===== config.mk =====
export PLATFORM = sky130hd
export DESIGN_NAME = channelizer_scheduler
export DESIGN_NICKNAME = d
export VERILOG_FILES = /design/src/rtl/channelizer_scheduler_pkg.sv /design/src/rtl/channelizer_scheduler_sync_fifo.sv /design/src/rtl/channelizer_scheduler.sv
export SDC_FILE = /design/constraint.sdc
export NUM_CORES = 1
export LEC_CHECK = 0
export BUFFER_PORTS_ARGS = -buffer_cell sky130_fd_sc_hd__buf_4
export CORE_ASPECT_RATIO = 1.1
export CORE_MARGIN = 8
export CORE_UTILIZATION = 60
export CTS_BUF_LIST = sky130_fd_sc_hd__clkbuf_16
export CTS_CLUSTER_DIAMETER = 80
export DETAILED_ROUTE_END_ITERATION = 8
export HOLD_SLACK_MARGIN = 0.1
export PLACE_DENSITY_LB_ADDON = 0.05
export SYNTH_ARGS = -nofsm -noshare
export SYNTH_HDL_FRONTEND = slang
export SYNTH_HIERARCHICAL = 1
export SYNTH_SLANG_ARGS = --single-unit
export TNS_END_PERCENT = 50

===== constraint.sdc =====
create_clock -name clk -period 12.1 [get_ports clk]
set_clock_uncertainty 0.2 [all_clocks]
set_input_delay 0.605 -clock clk [delete_from_list [all_inputs] [get_ports clk]]
set_output_delay 0.605 -clock clk [all_outputs]
set_load 0.01 [all_outputs]

===== src/rtl/channelizer_scheduler_pkg.sv =====
// Shared types for the channelizer scheduler: channel-tracking FSM states and
// the drop counter width used when CHANSCHED_STATS_EN is defined.
package channelizer_scheduler_pkg;

    typedef enum logic {
        SYNC = 1'b0,
        RUN  = 1'b1
    } chan_state_t;

    localparam int DROP_CNT_W = 16;

endpackage


===== src/rtl/channelizer_scheduler_sync_fifo.sv =====
// Single-clock FIFO holding upstream samples ahead of the channelizer pacer.
// A push while full is only accepted when a pop frees a slot in the same cycle.
module sync_fifo #(
    parameter int DW        = 33,
    parameter int LOG_DEPTH = 3
) (
    input  logic          clk,
    input  logic          rst,
    input  logic          push,
    input  logic          pop,
    input  logic [DW-1:0] wr_data,
    output logic [DW-1:0] rd_data,
    output logic          full,
    output logic          empty
);

    localparam int DEPTH = 1 << LOG_DEPTH;

    logic [DW-1:0]        mem [DEPTH];
    logic [LOG_DEPTH-1:0] wr_ptr;
    logic [LOG_DEPTH-1:0] rd_ptr;
    logic [LOG_DEPTH:0]   count;
    logic                 do_push;
    logic                 do_pop;

    assign full    = (count == (LOG_DEPTH+1)'(DEPTH));
    assign empty   = (count == '0);
    assign do_pop  = pop && !empty;
    assign do_push = push && (!full || do_pop);
    assign rd_data = mem[rd_ptr];

    always_ff @(posedge clk) begin
        if (rst) begin
            wr_ptr <= '0;
            rd_ptr <= '0;
            count  <= '0;
        end else begin
            if (do_push) begin
                mem[wr_ptr] <= wr_data;
                wr_ptr      <= wr_ptr + LOG_DEPTH'(1);
            end
            if (do_pop) begin
                rd_ptr <= rd_ptr + LOG_DEPTH'(1);
            end
            case ({do_push, do_pop})
                2'b10:   count <= count + (LOG_DEPTH+1)'(1);
                2'b01:   count <= count - (LOG_DEPTH+1)'(1);
                default: count <= count;
            endcase
        end
    end

endmodule


===== src/rtl/channelizer_scheduler.sv =====
// Channelizer front/back-end controller: paces buffered samples into the
// channelizer and forwards masked, channel-tagged outputs. Optional macro
// CHANSCHED_STATS_EN adds the saturating drop_count output.
module channelizer_scheduler
    import channelizer_scheduler_pkg::*;
#(
    parameter int N         = 8,
    parameter int LOG_N     = 3,
    parameter int WIDTH     = 32,
    parameter int MWIDTH    = 1,
    parameter int LOG_DEPTH = 3,
    parameter int MIN_GAP   = 8
) (
    input  logic              clk,
    input  logic              rst,
    input  logic [WIDTH-1:0]  up_data,
    input  logic [MWIDTH-1:0] up_m,
    input  logic              up_nd,
    output logic [WIDTH-1:0]  ch_in_data,
    output logic [MWIDTH-1:0] ch_in_m,
    output logic              ch_in_nd,
    input  logic [WIDTH-1:0]  ch_out_data,
    input  logic [MWIDTH-1:0] ch_out_m,
    input  logic              ch_out_nd,
    input  logic              ch_first_channel,
    input  logic              ch_error,
    input  logic [N-1:0]      cfg_mask,
    input  logic              cfg_mask_wr,
    input  logic              clear_err,
    output logic [WIDTH-1:0]  dn_data,
    output logic [MWIDTH-1:0] dn_m,
    output logic [LOG_N-1:0]  dn_chan,
    output logic              dn_nd,
    output logic              overflow,
    output logic              sync_error,
    output logic              chan_error
`ifdef CHANSCHED_STATS_EN
    ,
    output logic [DROP_CNT_W-1:0] drop_count
`endif
);

    localparam int GAP_W = (MIN_GAP > 1) ? $clog2(MIN_GAP) : 1;

    logic [WIDTH+MWIDTH-1:0] fifo_rd;
    logic                    fifo_full;
    logic                    fifo_empty;
    logic                    pop;
    logic                    drop;
    logic [GAP_W-1:0]        gap_cnt;

    chan_state_t             state;
    chan_state_t             next_state;
    logic [LOG_N-1:0]        idx;
    logic [LOG_N-1:0]        next_idx;
    logic [LOG_N-1:0]        exp_chan;
    logic [LOG_N-1:0]        sample_chan;
    logic                    sample_ok;
    logic                    sync_evt;
    logic                    fwd;
    logic [N-1:0]            active_mask;
    logic [N-1:0]            pending_mask;
    logic [N-1:0]            pending_eff;
    logic [N-1:0]            mask_eff;

    assign pop  = !fifo_empty && (gap_cnt == '0);
    assign drop = up_nd && fifo_full && !pop;

    sync_fifo #(
        .DW        (WIDTH + MWIDTH),
        .LOG_DEPTH (LOG_DEPTH)
    ) u_fifo (
        .clk     (clk),
        .rst     (rst),
        .push    (up_nd),
        .pop     (pop),
        .wr_data ({up_m, up_data}),
        .rd_data (fifo_rd),
        .full    (fifo_full),
        .empty   (fifo_empty)
    );

    always_ff @(posedge clk) begin
        if (rst) begin
            gap_cnt    <= '0;
            ch_in_nd   <= 1'b0;
            ch_in_data <= '0;
            ch_in_m    <= '0;
        end else begin
            ch_in_nd <= pop;
            if (pop) begin
                {ch_in_m, ch_in_data} <= fifo_rd;
                gap_cnt               <= GAP_W'(MIN_GAP - 1);
            end else if (gap_cnt != '0) begin
                gap_cnt <= gap_cnt - GAP_W'(1);
            end
        end
    end

    // A first_channel sample always restarts the frame at channel 0; a frame
    // wrap without it means we lost alignment and must wait for the next one.
    always_comb begin
        next_state  = state;
        next_idx    = idx;
        sample_ok   = 1'b0;
        sample_chan = '0;
        sync_evt    = 1'b0;
        exp_chan    = idx + LOG_N'(1);
        pending_eff = cfg_mask_wr ? cfg_mask : pending_mask;
        if (ch_out_nd) begin
            case (state)
                SYNC: begin
                    if (ch_first_channel) begin
                        next_state = RUN;
                        next_idx   = '0;
                        sample_ok  = 1'b1;
                    end
                end
                RUN: begin
                    if (ch_first_channel) begin
                        sync_evt  = (exp_chan != '0);
                        next_idx  = '0;
                        sample_ok = 1'b1;
                    end else if (exp_chan == '0) begin
                        sync_evt   = 1'b1;
                        next_state = SYNC;
                    end else begin
                        next_idx    = exp_chan;
                        sample_ok   = 1'b1;
                        sample_chan = exp_chan;
                    end
                end
                default: next_state = SYNC;
            endcase
        end
        mask_eff = (sample_ok && sample_chan == '0) ? pending_eff : active_mask;
        fwd      = sample_ok && mask_eff[sample_chan];
    end

    always_ff @(posedge clk) begin
        if (rst) begin
            state        <= SYNC;
            idx          <= '0;
            active_mask  <= '1;
            pending_mask <= '1;
            dn_nd        <= 1'b0;
            dn_data      <= '0;
            dn_m         <= '0;
            dn_chan      <= '0;
        end else begin
            state <= next_state;
            idx   <= next_idx;
            dn_nd <= fwd;
            if (cfg_mask_wr) begin
                pending_mask <= cfg_mask;
            end
            if (sample_ok && sample_chan == '0) begin
                active_mask <= pending_eff;
            end
            if (fwd) begin
                dn_data <= ch_out_data;
                dn_m    <= ch_out_m;
                dn_chan <= sample_chan;
            end
        end
    end

    // Sticky flags: a new event in the clearing cycle keeps the flag set.
    always_ff @(posedge clk) begin
        if (rst) begin
            overflow   <= 1'b0;
            sync_error <= 1'b0;
            chan_error <= 1'b0;
        end else begin
            overflow   <= drop     || (overflow   && !clear_err);
            sync_error <= sync_evt || (sync_error && !clear_err);
            chan_error <= ch_error || (chan_error && !clear_err);
        end
    end

`ifdef CHANSCHED_STATS_EN
    always_ff @(posedge clk) begin
        if (rst) begin
            drop_count <= '0;
        end else if (clear_err) begin
            drop_count <= drop ? DROP_CNT_W'(1) : '0;
        end else if (drop && drop_count != '1) begin
            drop_count <= drop_count + DROP_CNT_W'(1);
        end
    end
`endif

endmodule


==> qor.csv <==
metric,value,unit
status,completed,
Power Density,182,mW/mm^2
largest net degree at the start of global routing,67,
Sink Count,374,
Initial Util,60.4,%
worst setup path start,u_fifo/count[1],
Post-synth EDFFs,264,
core area,0.0242,mm^2
Worst R2R Start,u_fifo/count[1],
number of unique standard cell types used by synthesis,63,
Mapped Nets,1010,
gr ovfl total,0,
final cell count without fillers,1408,
Worst setup EP type,flip-flop,
Setup CP Type,flip-flop to flip-flop,
Place WS,7.09,ns
final net count,1161,
prevailing post-synth register cell,edfxtp_1,
vias in the first global route,8484,
Slew @ Worst Pin,1.11,ns
Max Root-Sink Buffers,3,
class of the worst hold path,primary input to flip-flop,
setup TNS,0,ns
clk_lat worst skew,0.51,ns
# fillers,1643,
post-synthesis register bit count,374,
setup violators final,0,
Die W,165,um
fin worst setup slack,7.09,ns
GPL Wtd Cong,0.810,
Worst-path clk slew,0.06,ns
Placed Cells incl. Taps,1339,
final wirelength,29.5,mm
Root Buffer,clkbuf_16,
Antenna diodes,0,
number of placed I/O pins,156,
most used cells in the layout excluding fill and tap cells,"264 x edfxtp_1, 168 x buf_4, 108 x dfxtp_1, 74 x a21oi_1, 73 x nand2_1",
Area growth syn-to-layout,17.3,%
Fmax,200,MHz
mean cell area of the mapped netlist,15.9,um^2
initial antenna violation count,0,
placed cell areas,0.0160,mm^2
"commonest non-fill, non-tap cell in the layout",edfxtp_1,
max_cap viols,0,
LEAKAGE,6.01,nW
wire per inst,21.0,um
worst hold slack,0.124,ns
crit-path max cell delay,0.73,ns
vias per std cell,5.84,
TritonRoute pass-1 iters,5,
critical-path cell list,or3_1 -> nor2_1 -> or2_2 -> clkinv_1 -> buf_4 -> nand2b_1 -> o211ai_1 -> nor2_4,
via count,8229,
Syn Std Cell Area,0.0146,mm^2
HP Start,up_data[28],
CTS tree,done,
synth top area cells,"edfxtp_1 54%, dfxtp_1 15%, mux4_2 8.5%, mux2_2 2.5%, a21oi_1 2.5%",
Critical Path AT,4.96,ns
Tmin final,5.01,ns
crit share post-route,41.4,%
Slew Limit Fails,0,
starting DRC count in detailed routing,640,
antenna-violating nets left,0,
Worst path slowest cell,clkinv_1,
post-synthesis sequential area ratio,69.4,%
design area,0.0171,mm^2
H-tree Lvls,2,
Buffers on Ports,155,
post-synth top area share,54.3,%
top cell type by total area after synthesis,edfxtp_1,
peak supply drop,0.159,mV
Cell Rows,60,
first-pass GRT wire length,46.7,mm
CP Data Required Time,12.05,ns
Max-Slew Margin vs Limit,25.7,%
Syn Inst Count,918,
Ys Warns,6,
"Max FO, Critical Path",36,
CTS-repair resized insts,0,
die area,0.0296,mm^2
Synth async-reset ratio,0,%
chip height,180,um
Design Power,3.12,mW
final hold violations,0,
postcts setup bufs,0,
Total GRT Usage,20.0,%
TritonCTS buffer count,37,
DRC,0,
layout cells sized above 1,29.8,%
final core occ,70.8,%
Post-DP HPWL,17.8,mm
Worst setup SP type,flip-flop,
RSZ-0062 raised after global routing,false,
[timing repair]
item,in CTS,in global routing
hold buffers,1,0
endpoints found under the setup margin,0,0
hold endpoints to repair,1,0
[synth_stat cells, drive strengths merged (2+ instances only)]
| cell | n |
|---|---|
| edfxtp | 264 |
| dfxtp | 110 |
| a21oi | 75 |
| nand2 | 73 |
| mux4 | 66 |
| nor2 | 40 |
| o21ai | 39 |
| nand3 | 37 |
| mux2 | 35 |
| clkbuf | 31 |
| buf | 26 |
| nand2b | 16 |
| mux2i | 15 |
| a211o | 9 |
| ha | 9 |
| inv | 9 |
| a211oi | 6 |
| nand3b | 6 |
| nor3 | 6 |
| xor2 | 4 |
| nor2b | 3 |
| o211ai | 3 |
| xnor2 | 3 |
| and2b | 2 |
| nor3b | 2 |
| o21a | 2 |
| o221ai | 2 |
| o31a | 2 |
| o31ai | 2 |
| or2 | 2 |
[flip-flops by register name, summed over array words and instances, names as in the netlist, named ones only]
name           flops
active_mask        8
ch_in_data        32
ch_in_m            1
ch_in_nd           1
chan_error         1
dn_chan            3
dn_data           32
dn_m               1
dn_nd              1
gap_cnt            3
idx                3
overflow           1
pending_mask       8
state              1
sync_error         1
u_fifo/count       4
u_fifo/mem       264
u_fifo/rd_ptr      3
u_fifo/wr_ptr      3
[final timing paths]
check	end	slack, ns	depth (start not counted)
min reg2reg	ch_in_data[11]	0.25	2
max	u_fifo/mem[7][3]	7.09	8
min	u_fifo/mem[2][28]	0.12	1
max reg2reg	u_fifo/mem[7][3]	7.09	8
[power by group]
group / internal [mW] / total, mW / switching (mW)
sequential: 1.45 / 1.51 / 0.0555
clock: 0.602 / 1.05 / 0.445
combinational: 0.269 / 0.566 / 0.297
[logic make-up after synthesis]
group           count (synthesis)  share of synthesized area (%)
flops                         374                           69.4
xor+xnor                        7                          0.420
compound gates                150                           6.44
simple gates                  194                           6.19
buf+inv                        67                           2.38
fa+ha+maj                      10                          0.909
mux                           116                           14.2
[routing by layer]
metal / track usage, % / wire (um) / part of all wire (%) / vias up
met3: 4.09 / 1900 / 6.4 / 42
li1: - / - / - / 3824
met1: 25.8 / 12300 / 42 / 4130
met5: 0 / 0 / 0 / -
met2: 33.8 / 14700 / 50 / 233
met4: 5.16 / 526 / 1.8 / 0
[worst max-delay path, delay by kind of cell (launching register included)]
| kind | cells | cell delay [ns] |
|---|---|---|
| simple gates | 5 | 2.13 |
| flops | 1 | 0.37 |
| compound gates | 1 | 0.70 |
| buf+inv | 2 | 1.19 |
[cell type report]
cell class / instances / area [um^2] / area share, %
Clock inverter: 29 / 145 / 0.848
Tap cell: 310 / 388 / 2.27
Clock buffer: 39 / 976 / 5.70
Sequential cell: 374 / 10100 / 59.2
Timing Repair Buffer: 169 / 1270 / 7.43
Inverter: 10 / 37.5 / 0.219
Multi-Input combinational cell: 477 / 4170 / 24.3
Power figures use the tool's default switching activity.
